`config.mk`:
```
export PLATFORM = sky130hd
export DESIGN_NAME = tv80_bus_arbiter_flat
export DESIGN_NICKNAME = d
export VERILOG_FILES = /design/src/rtl/tv80_bus_arbiter_if.sv /design/src/rtl/tv80_bus_arbiter.sv /design/src/flat_wrapper.sv
export SDC_FILE = /design/constraint.sdc
export NUM_CORES = 1
export LEC_CHECK = 0
export CORE_ASPECT_RATIO = 1.25
export CORE_MARGIN = 3
export CORE_UTILIZATION = 22
export CTS_CLUSTER_DIAMETER = 80
export DETAILED_ROUTE_END_ITERATION = 12
export PLACE_DENSITY = 0.83
export SYNTH_ARGS = -nofsm -noshare
export SYNTH_HDL_FRONTEND = slang
export SYNTH_SLANG_ARGS = --single-unit
```
`constraint.sdc`:
```
create_clock -name clk -period 1.4 [get_ports clk]
set_input_delay 0.28 -clock clk [delete_from_list [all_inputs] [get_ports clk]]
set_output_delay 0.28 -clock clk [all_outputs]
set_load 0.02 [all_outputs]
```
`src/rtl/tv80_bus_arbiter_if.sv`:
```
// Bus bundle between the tv80s core, the DMA requester and the arbiter.
// The arbiter connects through the slave modport; the environment uses master.
interface tv80_bus_arbiter_if;
  logic        cpu_busrq_n;
  logic        cpu_busak_n;
  logic [15:0] cpu_a;
  logic [7:0]  cpu_do;
  logic        cpu_mreq_n;
  logic        cpu_iorq_n;
  logic        cpu_rd_n;
  logic        cpu_wr_n;
  logic        dma_req;
  logic        dma_gnt;
  logic [15:0] dma_a;
  logic [7:0]  dma_wdata;
  logic        dma_we;
  logic        dma_io;
  logic [15:0] bus_a;
  logic [7:0]  bus_wdata;
  logic        bus_mem_we;
  logic        bus_io_we;
  logic        bus_io_sel;
  logic        burst_abort;

  modport slave (
    output cpu_busrq_n, dma_gnt, bus_a, bus_wdata, bus_mem_we, bus_io_we,
           bus_io_sel, burst_abort,
    input  cpu_busak_n, cpu_a, cpu_do, cpu_mreq_n, cpu_iorq_n, cpu_rd_n,
           cpu_wr_n, dma_req, dma_a, dma_wdata, dma_we, dma_io
  );

  modport master (
    input  cpu_busrq_n, dma_gnt, bus_a, bus_wdata, bus_mem_we, bus_io_we,
           bus_io_sel, burst_abort,
    output cpu_busak_n, cpu_a, cpu_do, cpu_mreq_n, cpu_iorq_n, cpu_rd_n,
           cpu_wr_n, dma_req, dma_a, dma_wdata, dma_we, dma_io
  );
endinterface

```
`src/rtl/tv80_bus_arbiter.sv`:
```
// BUSRQ/BUSAK arbiter sharing the tv80s memory/IO bus with one DMA requester.
// Define BUSARB_BURST_LIMIT_EN to bound each tenure to MAX_BURST cycles followed by HOLDOFF idle cycles.
module tv80_bus_arbiter #(
  parameter int unsigned MAX_BURST = 64,
  parameter int unsigned HOLDOFF   = 8
) (
  input  logic              clk,
  input  logic              reset,
  tv80_bus_arbiter_if.slave bus
);

  localparam logic [2:0] S_CPU  = 3'd0;
  localparam logic [2:0] S_REQ  = 3'd1;
  localparam logic [2:0] S_DMA  = 3'd2;
  localparam logic [2:0] S_REL  = 3'd3;
`ifdef BUSARB_BURST_LIMIT_EN
  localparam logic [2:0] S_HOLD = 3'd4;
  localparam int unsigned CW = (MAX_BURST > HOLDOFF) ? $clog2(MAX_BURST + 1)
                                                     : $clog2(HOLDOFF + 1);
`endif

  logic [2:0] state_q, state_d;
  logic       busrq_n_q, busrq_n_d;
  logic       gnt_q, gnt_d;
`ifdef BUSARB_BURST_LIMIT_EN
  // One counter serves both DMA tenure length and HOLD idle time; the states are exclusive.
  logic [CW-1:0] cnt_q, cnt_d;
  logic          forced_q, forced_d;
  logic          abort_q, abort_d;
`endif

  always_comb begin
    state_d = state_q;
`ifdef BUSARB_BURST_LIMIT_EN
    cnt_d    = '0;
    forced_d = forced_q;
    abort_d  = 1'b0;
`endif
    case (state_q)
      S_CPU: if (bus.dma_req) state_d = S_REQ;
      S_REQ: begin
        // Withdrawal beats a same-edge acknowledge.
        if (!bus.dma_req)          state_d = S_REL;
        else if (!bus.cpu_busak_n) state_d = S_DMA;
      end
      S_DMA: begin
        if (!bus.dma_req) begin
          state_d = S_REL;
        end
`ifdef BUSARB_BURST_LIMIT_EN
        else if (cnt_q == CW'(MAX_BURST - 1)) begin
          state_d  = S_REL;
          forced_d = 1'b1;
          abort_d  = 1'b1;
        end else begin
          cnt_d = cnt_q + 1'b1;
        end
`endif
      end
      S_REL: begin
        if (bus.cpu_busak_n) begin
`ifdef BUSARB_BURST_LIMIT_EN
          state_d  = forced_q ? S_HOLD : S_CPU;
          forced_d = 1'b0;
`else
          state_d = S_CPU;
`endif
        end
      end
`ifdef BUSARB_BURST_LIMIT_EN
      S_HOLD: begin
        if (cnt_q == CW'(HOLDOFF - 1)) state_d = S_CPU;
        else                           cnt_d   = cnt_q + 1'b1;
      end
`endif
      default: state_d = S_CPU;
    endcase
    busrq_n_d = !((state_d == S_REQ) || (state_d == S_DMA));
    gnt_d     = (state_d == S_DMA);
  end

  always_ff @(posedge clk) begin
    if (reset) begin
      state_q   <= S_CPU;
      busrq_n_q <= 1'b1;
      gnt_q     <= 1'b0;
`ifdef BUSARB_BURST_LIMIT_EN
      cnt_q     <= '0;
      forced_q  <= 1'b0;
      abort_q   <= 1'b0;
`endif
    end else begin
      state_q   <= state_d;
      busrq_n_q <= busrq_n_d;
      gnt_q     <= gnt_d;
`ifdef BUSARB_BURST_LIMIT_EN
      cnt_q     <= cnt_d;
      forced_q  <= forced_d;
      abort_q   <= abort_d;
`endif
    end
  end

  assign bus.cpu_busrq_n = busrq_n_q;
  assign bus.dma_gnt     = gnt_q;
`ifdef BUSARB_BURST_LIMIT_EN
  assign bus.burst_abort = abort_q;
`else
  assign bus.burst_abort = 1'b0;
`endif

  // Strobes are suppressed while handing back the bus and on any reset cycle.
  always_comb begin
    if (gnt_q) begin
      bus.bus_a      = bus.dma_a;
      bus.bus_wdata  = bus.dma_wdata;
      bus.bus_mem_we = bus.dma_we & !bus.dma_io;
      bus.bus_io_we  = bus.dma_we & bus.dma_io;
      bus.bus_io_sel = bus.dma_io;
    end else begin
      bus.bus_a      = bus.cpu_a;
      bus.bus_wdata  = bus.cpu_do;
      bus.bus_mem_we = !bus.cpu_mreq_n & !bus.cpu_wr_n;
      bus.bus_io_we  = !bus.cpu_iorq_n & !bus.cpu_wr_n;
      bus.bus_io_sel = !bus.cpu_iorq_n;
    end
    if (reset || (state_q == S_REL)) begin
      bus.bus_mem_we = 1'b0;
      bus.bus_io_we  = 1'b0;
    end
  end

endmodule

```
`src/flat_wrapper.sv`:
```
// flat-port wrapper written by rule: the top's interface ports become plain ports
module tv80_bus_arbiter_flat 
#(
  parameter int unsigned MAX_BURST = 64,
  parameter int unsigned HOLDOFF   = 8
)
  (clk, reset, bus_cpu_busrq_n, bus_dma_gnt, bus_bus_a, bus_bus_wdata, bus_bus_mem_we, bus_bus_io_we, bus_bus_io_sel, bus_burst_abort, bus_cpu_busak_n, bus_cpu_a, bus_cpu_do, bus_cpu_mreq_n, bus_cpu_iorq_n, bus_cpu_rd_n, bus_cpu_wr_n, bus_dma_req, bus_dma_a, bus_dma_wdata, bus_dma_we, bus_dma_io);
  tv80_bus_arbiter_if bus_i ();
  input  logic clk;
  input  logic reset;
  output wire logic [$bits(bus_i.cpu_busrq_n)-1:0] bus_cpu_busrq_n;
  output wire logic [$bits(bus_i.dma_gnt)-1:0] bus_dma_gnt;
  output wire logic [$bits(bus_i.bus_a)-1:0] bus_bus_a;
  output wire logic [$bits(bus_i.bus_wdata)-1:0] bus_bus_wdata;
  output wire logic [$bits(bus_i.bus_mem_we)-1:0] bus_bus_mem_we;
  output wire logic [$bits(bus_i.bus_io_we)-1:0] bus_bus_io_we;
  output wire logic [$bits(bus_i.bus_io_sel)-1:0] bus_bus_io_sel;
  output wire logic [$bits(bus_i.burst_abort)-1:0] bus_burst_abort;
  input wire logic [$bits(bus_i.cpu_busak_n)-1:0] bus_cpu_busak_n;
  input wire logic [$bits(bus_i.cpu_a)-1:0] bus_cpu_a;
  input wire logic [$bits(bus_i.cpu_do)-1:0] bus_cpu_do;
  input wire logic [$bits(bus_i.cpu_mreq_n)-1:0] bus_cpu_mreq_n;
  input wire logic [$bits(bus_i.cpu_iorq_n)-1:0] bus_cpu_iorq_n;
  input wire logic [$bits(bus_i.cpu_rd_n)-1:0] bus_cpu_rd_n;
  input wire logic [$bits(bus_i.cpu_wr_n)-1:0] bus_cpu_wr_n;
  input wire logic [$bits(bus_i.dma_req)-1:0] bus_dma_req;
  input wire logic [$bits(bus_i.dma_a)-1:0] bus_dma_a;
  input wire logic [$bits(bus_i.dma_wdata)-1:0] bus_dma_wdata;
  input wire logic [$bits(bus_i.dma_we)-1:0] bus_dma_we;
  input wire logic [$bits(bus_i.dma_io)-1:0] bus_dma_io;
  assign bus_cpu_busrq_n = bus_i.cpu_busrq_n;
  assign bus_dma_gnt = bus_i.dma_gnt;
  assign bus_bus_a = bus_i.bus_a;
  assign bus_bus_wdata = bus_i.bus_wdata;
  assign bus_bus_mem_we = bus_i.bus_mem_we;
  assign bus_bus_io_we = bus_i.bus_io_we;
  assign bus_bus_io_sel = bus_i.bus_io_sel;
  assign bus_burst_abort = bus_i.burst_abort;
  assign bus_i.cpu_busak_n = bus_cpu_busak_n;
  assign bus_i.cpu_a = bus_cpu_a;
  assign bus_i.cpu_do = bus_cpu_do;
  assign bus_i.cpu_mreq_n = bus_cpu_mreq_n;
  assign bus_i.cpu_iorq_n = bus_cpu_iorq_n;
  assign bus_i.cpu_rd_n = bus_cpu_rd_n;
  assign bus_i.cpu_wr_n = bus_cpu_wr_n;
  assign bus_i.dma_req = bus_dma_req;
  assign bus_i.dma_a = bus_dma_a;
  assign bus_i.dma_wdata = bus_dma_wdata;
  assign bus_i.dma_we = bus_dma_we;
  assign bus_i.dma_io = bus_dma_io;
  tv80_bus_arbiter #(.MAX_BURST(MAX_BURST), .HOLDOFF(HOLDOFF)) u_core (.clk(clk), .reset(reset), .bus(bus_i));
endmodule
```
# After elaboration in Yosys (flattened, before gate mapping)
# Index checks and enable logic that the tools add are counted.
# op_classes
addsub	0
multipliers	0
div	0
order_cmp	0
eq_ne	5
shift	0
muxes	13
bitwise	4
reduce_logical	8
# ops
operator	count
$mux 16	1
$mux 3	5
$pmux 3 s4	1
$eq 3x2->1 const B	3
$mux 8	1
$eq 3x1->1 const B	2
$logic_not 1->1	5
$mux 1	5
$and 1x1->1	4
$logic_not 3->1	1
$logic_or 1x1->1	2
# totals
reg_bits	5
latch_bits	0
mem_bits_rw	0
mem_bits_ro	0
output_inout_bits	30
wordCells	33
n_memories	0

# Logic depth before layout (Yosys ltp)
# logic_depth
ltp_word	6
depth_mapped	4

# Worst setup path after synthesis
# OpenSTA, ideal clock, no wires.
# synth_path
path_kind	register to output
from	register u_core.gnt_q, in the netlist u_core.bus.dma_gnt
to	output bus_bus_mem_we
t_arrival_ns	1.162
required_time_ns	1.120
setup_slack_ns	-0.042
path_stages_with_launch	4
path_buffers	1
cell_sequence	dfxtp_1 buf_6 o32a_1 nor2_1
# synth_via
elab_chain_cells	2
# synth_lines
element	line_no	text
start: declaration	tv80_bus_arbiter.sv:24	logic gnt_q, gnt_d;
start signal: assignment	tv80_bus_arbiter.sv:95	gnt_q <= gnt_d;
$mux 1	tv80_bus_arbiter.sv:114	if (gnt_q) begin
$mux 1	tv80_bus_arbiter.sv:127	if (reset || (state_q == S_REL)) begin
end: declaration	flat_wrapper.sv:15	output wire logic [$bits(bus_i.bus_mem_we)-1:0] bus_bus_mem_we;
# No other way between the ends.

# Worst setup path in the final report
# Same ends and word-level chain as after synthesis.

==> reports/results.txt <==
Vias in the first global route = 931
Vias = 871
Ant. Diodes = 0
Ports = 88
Worst IR Drop VDD = 0.000602 V
Top delay family on crit path = flip-flops
Fin. Hold Viols = 0
Post-synthesis cell count = 57
#FFs+latches synth = 5
Final Cycle Share = 113%
Int Pwr = 546 uW
Row cnt = 19
Required time of the critical path = 1.12 ns
Vias/cell = 4.66
Worst skew pair latency = 0.24 ns
Die Height = 61.8 um
Layout cells sized above 1 = 49.4%
Arr. time, crit path = 1.30 ns
Die width = 50.6 um
Post-layout minimum cycle time = 1.58 ns
Die Area = 3130 sq um
Critical path cell sequence = buf_6 -> nand2_2 -> o32a_1 -> nor2_2 -> buf_6
Largest net degree at the start of global routing = 9
Detailed Routing Iterations Pass 1 = 4
Register Area = 104 sq um
PD cells = 448 nW/um^2
Sequential fraction of the synthesis area = 18.3%
First-pass GRT wire length = 4900 um
Number of port buffers = 85
Seq pwr share = 19.5%
Multi-input combinational cell area = 539 sq um
GRT overflow = 0
Final Setup Violations = 27
Routability congestion estimate = 0.782
Leakage power = 0.000767 uW
Crit path buf inv count = 2
WHS = 0.522 ns
Yosys warnings = 0
DP Wirelength = 2630 um
Cell Area, Synth = 548 sq um
Routed length per instance = 19.0 um
Critical path launch point type = register
Final worst slack = -0.176 ns
Maximum clock frequency = 635 MHz
Clk pwr share = 21.6%
Total Routed Length = 3560 um
CP Capture Type = output pin
Switching Share = 29.0%
Core area = 2280 sq um
Avg Cell Area, Syn = 9.61 sq um
Layout Skew = 0.00637 ns
Starting Density = 24.0%
Run status = finished, violations left
Most frequent cells in the layout = 52 x clkdlybuf4s50_1, 31 x buf_6, 23 x mux2_4
Failing checks = setup timing
TritonCTS buffer count = 3
NetSw = 224 uW
Combinational Power Share = 58.9%
Pins Over Slew Limit = 0
CTS sink count = 5
Maximum clock path buffer count = 2
CTS tree = done
# nets final = 215
Distinct cell type count after synthesis = 20
Max-cap violations = 0
Final ANT Viol Nets = 0
Total Routing Usage GR = 21.4%
Clock transition at path regs = 0.05 ns
Filler instances = 172
CP peak stage delay = 0.42 ns
Initial antenna violation count = 0
Crit Path Category = register to output pin
Slowest CP cell = dfxtp_4
Layout Area Growth over Synthesis = 213%
Class of the worst hold path = register to register
Drt first-iter violations = 20
Root buffer cell = clkbuf_4
DRC = 0
CP most frequent cell = buf_6
RSZ-0062 raised after global routing = true
Commonest non-fill, non-tap cell in the layout = clkdlybuf4s50_1
Htree depth = 1
Post-Place Setup Slack = -0.606 ns
Fin util = 75.2%
Worst-path fanout max = 8
through the flow:
stage / TNS [ns] / area, sq um / cells / power, uW
final: -3.40 / 1720 / 187 / 770
after global routing: -4.35 / 1720 / 187 / 802
after CTS: -3.42 / 1630 / 186 / 746
after detailed placement: -12.12 / 1490 / 180 / 549
after global placement: -11.58 / 1490 / 180 / 541
after floorplan: 0 / 557 / 58 / 285
what timing repair did:
action | 4_1_cts | 5_1_grt
gates cloned | 1 | 0
pin swaps | 2 | 4
gates resized for setup | 190 | 21
setup endpoints to repair | 29 | 27
setup buffers | 1 | 1
hold endpoints to repair | 0 | 0
hold buffers | 0 | 0
cell families (layout without fill, tap and decap cells):
kind of cell,Yosys count,count (layout),synth area share (%)
buffers and inverters,5,103,5.94
other,1,2,0.684
and+or+nand+nor,12,12,11.2
muxes,26,26,53.2
DFF,5,5,18.3
AOI/OAI and AO/OA,8,8,10.7
registers in the layout (all words and copies together) (netlist names):
signal	flops
u_core.state_q	3
u_core.bus.cpu_busrq_n	1
u_core.bus.dma_gnt	1
layout make-up:
type                            instances  area share [%]
Clock buffer                            4            1.53
Tap cell                               31            2.26
Sequential cell                         5            6.05
Inverter                                1           0.219
Timing Repair Buffer                   98            58.5
Multi-Input combinational cell         48            31.4
Yosys cell counts:
master    number  share of area, %
a211o_1        1               1.6
a21boi_2       1               2.1
a31oi_1        1               1.1
and3_1         1               1.1
buf_2          2               1.8
buf_4          1               1.4
buf_6          1               2.1
conb_1         1              0.68
dfxtp_1        5                18
inv_1          1              0.68
mux2_2        25                51
mux2i_1        1               1.8
nand2_1        3               2.1
nand3_1        1              0.91
nor2_1         4               2.7
nor2b_4        1               2.5
nor3_1         2               1.8
o21ai_0        3               2.7
o21bai_1       1               1.4
o32a_1         1               1.8
routing by layer:
layer	vias to the layer above	global-route usage [%]	share of wire, %
li1	404	-	-
met1	399	24.6	40
met2	62	36.4	47
met3	6	9.79	13
met4	0	5.77	1.1
met5	-	0	0
worst paths after layout:
check,start,to,slack (ns),cells after the start
setup / recovery,u_core.bus.dma_gnt,bus_bus_mem_we,-0.18,5
hold / removal,u_core.state_q[2],u_core.state_q[1],0.52,2
setup reg to reg,u_core.state_q[0],u_core.bus.dma_gnt,0.30,4
hold reg to reg,u_core.state_q[2],u_core.state_q[1],0.52,2
power groups by stage:
| stage | Sequential, uW | Clock [uW] | Combinational [uW] |
|---|---|---|---|
| floorplan | 156 | 0 | 129 |
| global placement | 153 | 0 | 388 |
| detailed placement | 154 | 0 | 395 |
| CTS | 150 | 168 | 428 |
| global route | 150 | 180 | 472 |
| finish | 150 | 167 | 454 |
worst reg2reg max path, cell delays in order, from the launching register on:
cell,delay (ns)
dfxtp_1,0.31
buf_4,0.14
nor2b_4,0.12
mux2_2,0.25
and3_1,0.17
Power figures use the tool's default switching activity.
